$ cat config.mk
export PLATFORM = sky130hd
export DESIGN_NAME = axi_burst_read_arbiter_flat
export DESIGN_NICKNAME = d
export VERILOG_FILES = /design/src/rtl/axi_burst_read_arbiter_if.sv /design/src/rtl/axi_burst_read_arbiter.sv /design/src/flat_wrapper.sv
export SDC_FILE = /design/constraint.sdc
export NUM_CORES = 1
export LEC_CHECK = 0
export CAP_MARGIN = 0
export CORE_MARGIN = 2
export CORE_UTILIZATION = 39
export CTS_BUF_LIST = sky130_fd_sc_hd__clkbuf_8 sky130_fd_sc_hd__clkbuf_16
export DETAILED_ROUTE_END_ITERATION = 7
export GPL_ROUTABILITY_DRIVEN = 0
export GPL_TIMING_DRIVEN = 0
export HOLD_SLACK_MARGIN = 0.15
export PLACE_DENSITY = 0.94
export SLEW_MARGIN = 20
export SYNTH_ARGS = -nofsm -noshare
export SYNTH_HDL_FRONTEND = slang
export SYNTH_SLANG_ARGS = --single-unit
$ cat constraint.sdc
create_clock -name clk -period 5.6 [get_ports clk]
set_input_delay 0.56 -clock clk [delete_from_list [all_inputs] [get_ports clk]]
set_output_delay 0.56 -clock clk [all_outputs]
set_load 0.05 [all_outputs]
$ cat src/rtl/axi_burst_read_arbiter_if.sv
// AXI read-address and read-data channel bundle shared by the burst read arbiter
// and the downstream slave.
interface axi_burst_read_arbiter_if #(
  parameter int DATA_W = 32
);
  logic [3:0]        arid;
  logic [31:0]       araddr;
  logic [7:0]        arlen;
  logic [2:0]        arsize;
  logic [1:0]        arburst;
  logic [1:0]        arlock;
  logic [3:0]        arcache;
  logic [2:0]        arprot;
  logic              arvalid;
  logic              arready;

  logic [3:0]        rid;
  logic [DATA_W-1:0] rdata;
  logic [1:0]        rresp;
  logic              rlast;
  logic              rvalid;
  logic              rready;

  modport master (
    output arid, araddr, arlen, arsize, arburst, arlock, arcache, arprot, arvalid,
    input  arready,
    input  rid, rdata, rresp, rlast, rvalid,
    output rready
  );

  modport slave (
    input  arid, araddr, arlen, arsize, arburst, arlock, arcache, arprot, arvalid,
    output arready,
    output rid, rdata, rresp, rlast, rvalid,
    input  rready
  );
endinterface

$ cat src/rtl/axi_burst_read_arbiter.sv
// Round-robin arbiter sharing one AXI AR/R port among NCH burst-read clients,
// with one burst outstanding and beat count / ID / response checking.
module axi_burst_read_arbiter #(
  parameter int NCH     = 3,
  parameter int DATA_W  = 32,
  parameter int MAX_LEN = 16
) (
  input  logic                  clk,
  input  logic                  resetn,
  input  logic [NCH-1:0]        req,
  input  logic [NCH*32-1:0]     req_addr,
  input  logic [NCH*8-1:0]      req_len,
  output logic [NCH-1:0]        addr_ok,
  output logic [NCH-1:0]        beat_valid,
  output logic [NCH-1:0]        beat_last,
  output logic [DATA_W-1:0]     rdata_o,
  output logic                  err,
  axi_burst_read_arbiter_if.master axi
);

  localparam int         IDX_W   = (NCH > 1) ? $clog2(NCH) : 1;
  localparam logic [2:0] ARSIZE  = 3'($clog2(DATA_W / 8));
  localparam logic [7:0] LEN_CAP = 8'(MAX_LEN - 1);

  typedef enum logic [1:0] {
    ST_IDLE,
    ST_AR,
    ST_R
  } state_t;

  state_t           state;
  state_t           state_nxt;
  logic             arvalid_c;
  logic             rready_c;
  logic             ar_fire;
  logic             r_fire;

  logic [IDX_W-1:0] rr;
  logic [IDX_W-1:0] winner;
  logic [IDX_W-1:0] cand;
  logic [IDX_W-1:0] grant_idx;
  logic             grant_found;
  logic [7:0]       grant_len_raw;
  logic [7:0]       grant_len;
  logic [31:0]      grant_addr;

  logic [31:0]      addr_q;
  logic [7:0]       len_q;
  logic [7:0]       beat_cnt;

  // Round-robin search: first requester at or after the rr pointer wins.
  always_comb begin
    grant_found = 1'b0;
    grant_idx   = '0;
    cand        = '0;
    for (int k = 0; k < NCH; k++) begin
      cand = IDX_W'((int'(rr) + k) % NCH);
      if (!grant_found && req[cand]) begin
        grant_found = 1'b1;
        grant_idx   = cand;
      end
    end
  end

  always_comb begin
    grant_addr    = req_addr[{grant_idx, 5'b00000} +: 32];
    grant_len_raw = req_len[{grant_idx, 3'b000} +: 8];
    grant_len     = (grant_len_raw > LEN_CAP) ? LEN_CAP : grant_len_raw;
  end

  always_ff @(posedge clk or negedge resetn) begin
    if (!resetn) begin
      state <= ST_IDLE;
    end else begin
      state <= state_nxt;
    end
  end

  always_comb begin
    state_nxt = state;
    arvalid_c = 1'b0;
    rready_c  = 1'b0;
    case (state)
      ST_IDLE: begin
        if (grant_found) begin
          state_nxt = ST_AR;
        end
      end
      ST_AR: begin
        arvalid_c = 1'b1;
        if (axi.arready) begin
          state_nxt = ST_R;
        end
      end
      ST_R: begin
        rready_c = 1'b1;
        // Only rlast ends the burst, even after a length error was flagged.
        if (axi.rvalid && axi.rlast) begin
          state_nxt = ST_IDLE;
        end
      end
      default: begin
        state_nxt = ST_IDLE;
      end
    endcase
  end

  assign ar_fire = arvalid_c & axi.arready;
  assign r_fire  = rready_c & axi.rvalid;

  always_ff @(posedge clk or negedge resetn) begin
    if (!resetn) begin
      rr       <= '0;
      winner   <= '0;
      addr_q   <= '0;
      len_q    <= '0;
      beat_cnt <= '0;
    end else begin
      if (state == ST_IDLE && grant_found) begin
        winner <= grant_idx;
        addr_q <= grant_addr;
        len_q  <= grant_len;
      end
      if (ar_fire) begin
        rr       <= (winner == IDX_W'(NCH - 1)) ? '0 : winner + IDX_W'(1);
        beat_cnt <= '0;
      end else if (r_fire) begin
        beat_cnt <= beat_cnt + 8'd1;
      end
    end
  end

  always_comb begin
    addr_ok    = '0;
    beat_valid = '0;
    beat_last  = '0;
    for (int i = 0; i < NCH; i++) begin
      if (winner == IDX_W'(i)) begin
        addr_ok[i]    = ar_fire;
        beat_valid[i] = r_fire;
        beat_last[i]  = r_fire & axi.rlast;
      end
    end
  end

  // Any mismatch between the response and the granted burst pulses err for that beat.
  always_comb begin
    err = r_fire & ((axi.rresp != 2'b00) ||
                    (axi.rid != 4'(winner)) ||
                    (axi.rlast && (beat_cnt != len_q)) ||
                    (!axi.rlast && (beat_cnt == len_q)));
  end

  assign rdata_o     = axi.rdata;
  assign axi.rready  = rready_c;
  assign axi.arvalid = arvalid_c;
  assign axi.arid    = 4'(winner);
  assign axi.araddr  = addr_q;
  assign axi.arlen   = len_q;
  assign axi.arsize  = ARSIZE;
  assign axi.arburst = 2'b01;
  assign axi.arlock  = 2'b00;
  assign axi.arcache = 4'b0000;
  assign axi.arprot  = 3'b000;

endmodule

$ cat src/flat_wrapper.sv
// flat-port wrapper written by rule: the top's interface ports become plain ports
module axi_burst_read_arbiter_flat 
#(
  parameter int NCH     = 3,
  parameter int DATA_W  = 32,
  parameter int MAX_LEN = 16
)
  (clk, resetn, req, req_addr, req_len, addr_ok, beat_valid, beat_last, rdata_o, err, axi_arid, axi_araddr, axi_arlen, axi_arsize, axi_arburst, axi_arlock, axi_arcache, axi_arprot, axi_arvalid, axi_arready, axi_rid, axi_rdata, axi_rresp, axi_rlast, axi_rvalid, axi_rready);
  axi_burst_read_arbiter_if #(.DATA_W(DATA_W)) axi_i ();
  input  logic clk;
  input  logic resetn;
  input  logic [NCH-1:0] req;
  input  logic [NCH*32-1:0] req_addr;
  input  logic [NCH*8-1:0] req_len;
  output logic [NCH-1:0] addr_ok;
  output logic [NCH-1:0] beat_valid;
  output logic [NCH-1:0] beat_last;
  output logic [DATA_W-1:0] rdata_o;
  output logic err;
  output wire logic [$bits(axi_i.arid)-1:0] axi_arid;
  output wire logic [$bits(axi_i.araddr)-1:0] axi_araddr;
  output wire logic [$bits(axi_i.arlen)-1:0] axi_arlen;
  output wire logic [$bits(axi_i.arsize)-1:0] axi_arsize;
  output wire logic [$bits(axi_i.arburst)-1:0] axi_arburst;
  output wire logic [$bits(axi_i.arlock)-1:0] axi_arlock;
  output wire logic [$bits(axi_i.arcache)-1:0] axi_arcache;
  output wire logic [$bits(axi_i.arprot)-1:0] axi_arprot;
  output wire logic [$bits(axi_i.arvalid)-1:0] axi_arvalid;
  input wire logic [$bits(axi_i.arready)-1:0] axi_arready;
  input wire logic [$bits(axi_i.rid)-1:0] axi_rid;
  input wire logic [$bits(axi_i.rdata)-1:0] axi_rdata;
  input wire logic [$bits(axi_i.rresp)-1:0] axi_rresp;
  input wire logic [$bits(axi_i.rlast)-1:0] axi_rlast;
  input wire logic [$bits(axi_i.rvalid)-1:0] axi_rvalid;
  output wire logic [$bits(axi_i.rready)-1:0] axi_rready;
  assign axi_arid = axi_i.arid;
  assign axi_araddr = axi_i.araddr;
  assign axi_arlen = axi_i.arlen;
  assign axi_arsize = axi_i.arsize;
  assign axi_arburst = axi_i.arburst;
  assign axi_arlock = axi_i.arlock;
  assign axi_arcache = axi_i.arcache;
  assign axi_arprot = axi_i.arprot;
  assign axi_arvalid = axi_i.arvalid;
  assign axi_i.arready = axi_arready;
  assign axi_i.rid = axi_rid;
  assign axi_i.rdata = axi_rdata;
  assign axi_i.rresp = axi_rresp;
  assign axi_i.rlast = axi_rlast;
  assign axi_i.rvalid = axi_rvalid;
  assign axi_rready = axi_i.rready;
  axi_burst_read_arbiter #(.NCH(NCH), .DATA_W(DATA_W), .MAX_LEN(MAX_LEN)) u_core (.clk(clk), .resetn(resetn), .req(req), .req_addr(req_addr), .req_len(req_len), .addr_ok(addr_ok), .beat_valid(beat_valid), .beat_last(beat_last), .rdata_o(rdata_o), .err(err), .axi(axi_i));
endmodule
==> flow_summary_export.csv <==
group,metric,value,unit
logic_synthesis,post_synth_instance_area,3990,um^2
place,placed_cell_area,6390,um^2
setup_path,worstPathArrival,2.60,ns
die,die-width,105,um
route,antenna_violating_nets_post_route,0,
layout,layout.nets,885,
setup_path,crit_path_end_kind,"primary output",
die,pin_count,268,
timing,slew-limit-headroom,0.529,
route,drc,0,
setup_path,crit_required,5.04,ns
logic_synthesis,synth_flop_cell,"sky130_fd_sc_hd__dfrtp_1",
power,leakagePower,2.82,nW
place,port_buffers,219,
timing,finalWorstPathRequiredPeriod,3.16,ns
global_route,global_route.usage.met3,0.0287,
timing,fin_ws,2.44,ns
die,initial_utilization,0.404,
die,rows,36,
setup_path,worst_setup_path_start_kind,"input port",
timing,rsz0062_at_grt,"no",
timing,skew,0.00549,ns
timing,fmaxAchievable,0.316,GHz
timing,finalSetupViolations,0,
logic_synthesis,post_synth_num_cell_types,48,
logic_synthesis,syn_area_per_cell,8.41,um^2
route,drt-wirelength-per-cell,16.7,um
layout,areaGrowthSynthToFinish,62.8,%
layout,antenna_cells_inserted,0,
global_route,globalRoute.totalOverflow,0,
cts,htree_levels,2,
layout,share_of_final_layout_standard_cells_stronger_than_drive_strength_1,0.117,
place,dp_hpwl,11.3,mm
setup_path,worst-path-max-fanout,7,
logic_synthesis,synthCells,474,
global_route,grt_start_max_net_pins,55,
logic_synthesis,synth-edff-count,0,
setup_path,crit_start,"axi_rvalid",
global_route,grt_first_pass_wirelength,22.1,mm
power,power.ir.vdd_worst,0.238,mV
timing,final_min_period_over_clock_period,0.564,
cts,clock_sink_count,54,
logic_synthesis,synth_seq_cells,54,
setup_path,timing.rr.start,"u_core.rr[0]",
die,design.die.area,11000,um^2
route,drt_pass1_iterations,5,
cts,clock_tree.root_cell,"sky130_fd_sc_hd__clkbuf_8",
route,drt-initial-drc-count,339,
cts,post-cts-setup-buffer-count,0,
global_route,grt_antenna_before_repair,0,
worst_hold_path,hold_path_class,"input port to asynchronous set/reset pin",
cts,holdBufCountCts,0,
timing,finalMaxSlewViolations,0,
run,max_cap_violations,0,
cts,tritoncts,"built",
cts,tritoncts.num_buffers,5,
global_route,first_global_vias,4546,
logic_synthesis,synth.yosys.seq_area_share,0.339,
global_route,grt_busiest_layer,"met2",
place,dp_worst_setup_slack,2.44,ns
global_route,global_route.usage.met2,0.445,
die,placeableCoreArea,9860,um^2
setup_path,crit_type,"input port to primary output",
power,power.density,557,nW/um^2
logic_synthesis,yosys_warnings,0,
route,dr_total_vias,4464,
timing,setup_tns,0,ns
cts,clock_pin_slew_of_the_registers_on_the_worst_case_setup_and_hold_paths,0.11,ns
layout,layout.cell_area.non_filler,6490,um^2
layout,postLayoutCoreUtil,0.658,
timing,worst_slew_pin_slew,0.707,ns
die,die_h,105,um
logic_synthesis,synthArstFlopShare,1.00,
power,report.power.total,3.61,mW
cts,cts-resized-gates,0,
timing,hold_violations,0,
cts,clkLatencyLatePin,0.30,ns
route,detail_route.vias_per_cell,5.26,
global_route,global_route.usage.met1,0.307,
status,run_status,"complete, no violations",
cts,cts.path.max_buffers,2,
route,routed_wirelength,14.2,mm
global_route,grtUsageTotal,0.246,
[per-stage QoR]
stage / hold slack (ns) / instances
after floorplan: 0.264 / 488
after global placement: 0.460 / 840
after detailed placement: 0.465 / 840
after CTS: 0.315 / 848
after global routing: 0.344 / 848
final: 0.292 / 848
[critical path, stage by stage]
cell and delay (ns):
sky130_fd_sc_hd__clkdlybuf4s50_1 0.49, sky130_fd_sc_hd__and2_1 0.12, sky130_fd_sc_hd__clkbuf_1 0.28, sky130_fd_sc_hd__nand2_1 0.17
sky130_fd_sc_hd__nor3_1 0.16, sky130_fd_sc_hd__clkdlybuf4s50_1 0.83
[cell type report]
class                           count  area, um^2
Clock buffer                        5        68.8
Fill cell                         774        3380
Timing Repair Buffer              219        2190
Tap cell                          133         166
Multi-Input combinational cell    347        2130
Inverter                           10        37.5
Clock inverter                      3        25.0
Buffer                             77         515
Sequential cell                    54        1350
[registers in the layout, indices dropped and copies added (netlist names)]
register and cells:
u_core.rr 2, u_core.state 2, u_core.winner 2, u_core.axi.araddr 32
u_core.axi.arlen 8, u_core.beat_cnt 8
[worst paths after layout]
path	endpoint	slack, ns	cells past startpoint
worst min-delay path	u_core.axi.araddr[24]	0.29	1
min in group clk	u_core.axi.araddr[14]	0.49	2
worst max register to register	u_core.axi.araddr[24]	2.55	9
worst max-delay path	beat_last[0]	2.44	6
max in group asynchronous	u_core.axi.araddr[1]	4.83	1
worst min register to register	u_core.axi.araddr[14]	0.49	2
[layout by cell type, fill, tap and decap left out, types with 12 or more instances in the layout]
cell type,count
sky130_fd_sc_hd__nand2_1,57
sky130_fd_sc_hd__clkbuf_1,12
sky130_fd_sc_hd__nor2_1,49
sky130_fd_sc_hd__xnor2_1,12
sky130_fd_sc_hd__o31ai_1,32
sky130_fd_sc_hd__dfrtp_1,54
sky130_fd_sc_hd__a211oi_1,36
sky130_fd_sc_hd__buf_4,54
sky130_fd_sc_hd__clkdlybuf4s50_1,218
sky130_fd_sc_hd__conb_1,16
sky130_fd_sc_hd__o21ai_0,12
sky130_fd_sc_hd__and3_1,33
[layer usage]
metal	up-vias	wire length (um)
li1	2114	-
met1	2116	5840
met2	216	7260
met3	18	873
met4	0	199
met5	-	0
[Yosys cell counts (10+ instances only)]
cell	n	area [um^2]
sky130_fd_sc_hd__a211oi_1	36	270
sky130_fd_sc_hd__and3_1	33	206
sky130_fd_sc_hd__buf_2	10	50.1
sky130_fd_sc_hd__buf_4	53	398
sky130_fd_sc_hd__clkbuf_1	12	45.0
sky130_fd_sc_hd__dfrtp_1	54	1350
sky130_fd_sc_hd__inv_1	10	37.5
sky130_fd_sc_hd__nand2_1	57	214
sky130_fd_sc_hd__nor2_1	49	184
sky130_fd_sc_hd__o21ai_0	12	60.1
sky130_fd_sc_hd__o31ai_1	32	240
sky130_fd_sc_hd__xnor2_1	12	105
[report_power, final]
part           internal (mW)  total (mW)  switching, mW
Clock                 0.0908       0.229          0.138
Combinational          0.979        2.71           1.73
Sequential             0.559       0.673          0.114
Total                   1.63        3.61           1.98
[cell families after synthesis]
kind of cell               after synthesis  share of synthesized area
AOI/OAI and AO/OA                      122                      0.238
and+or+nand+nor                        183                      0.218
adders and majority gates                5                     0.0157
muxes                                    5                     0.0132
buffers and inverters                   87                      0.139
other                                    2                    0.00188
xor gates and xnor gates                16                     0.0352
DFF                                     54                      0.339
No activity file was read; power rests on OpenSTA's default activity.
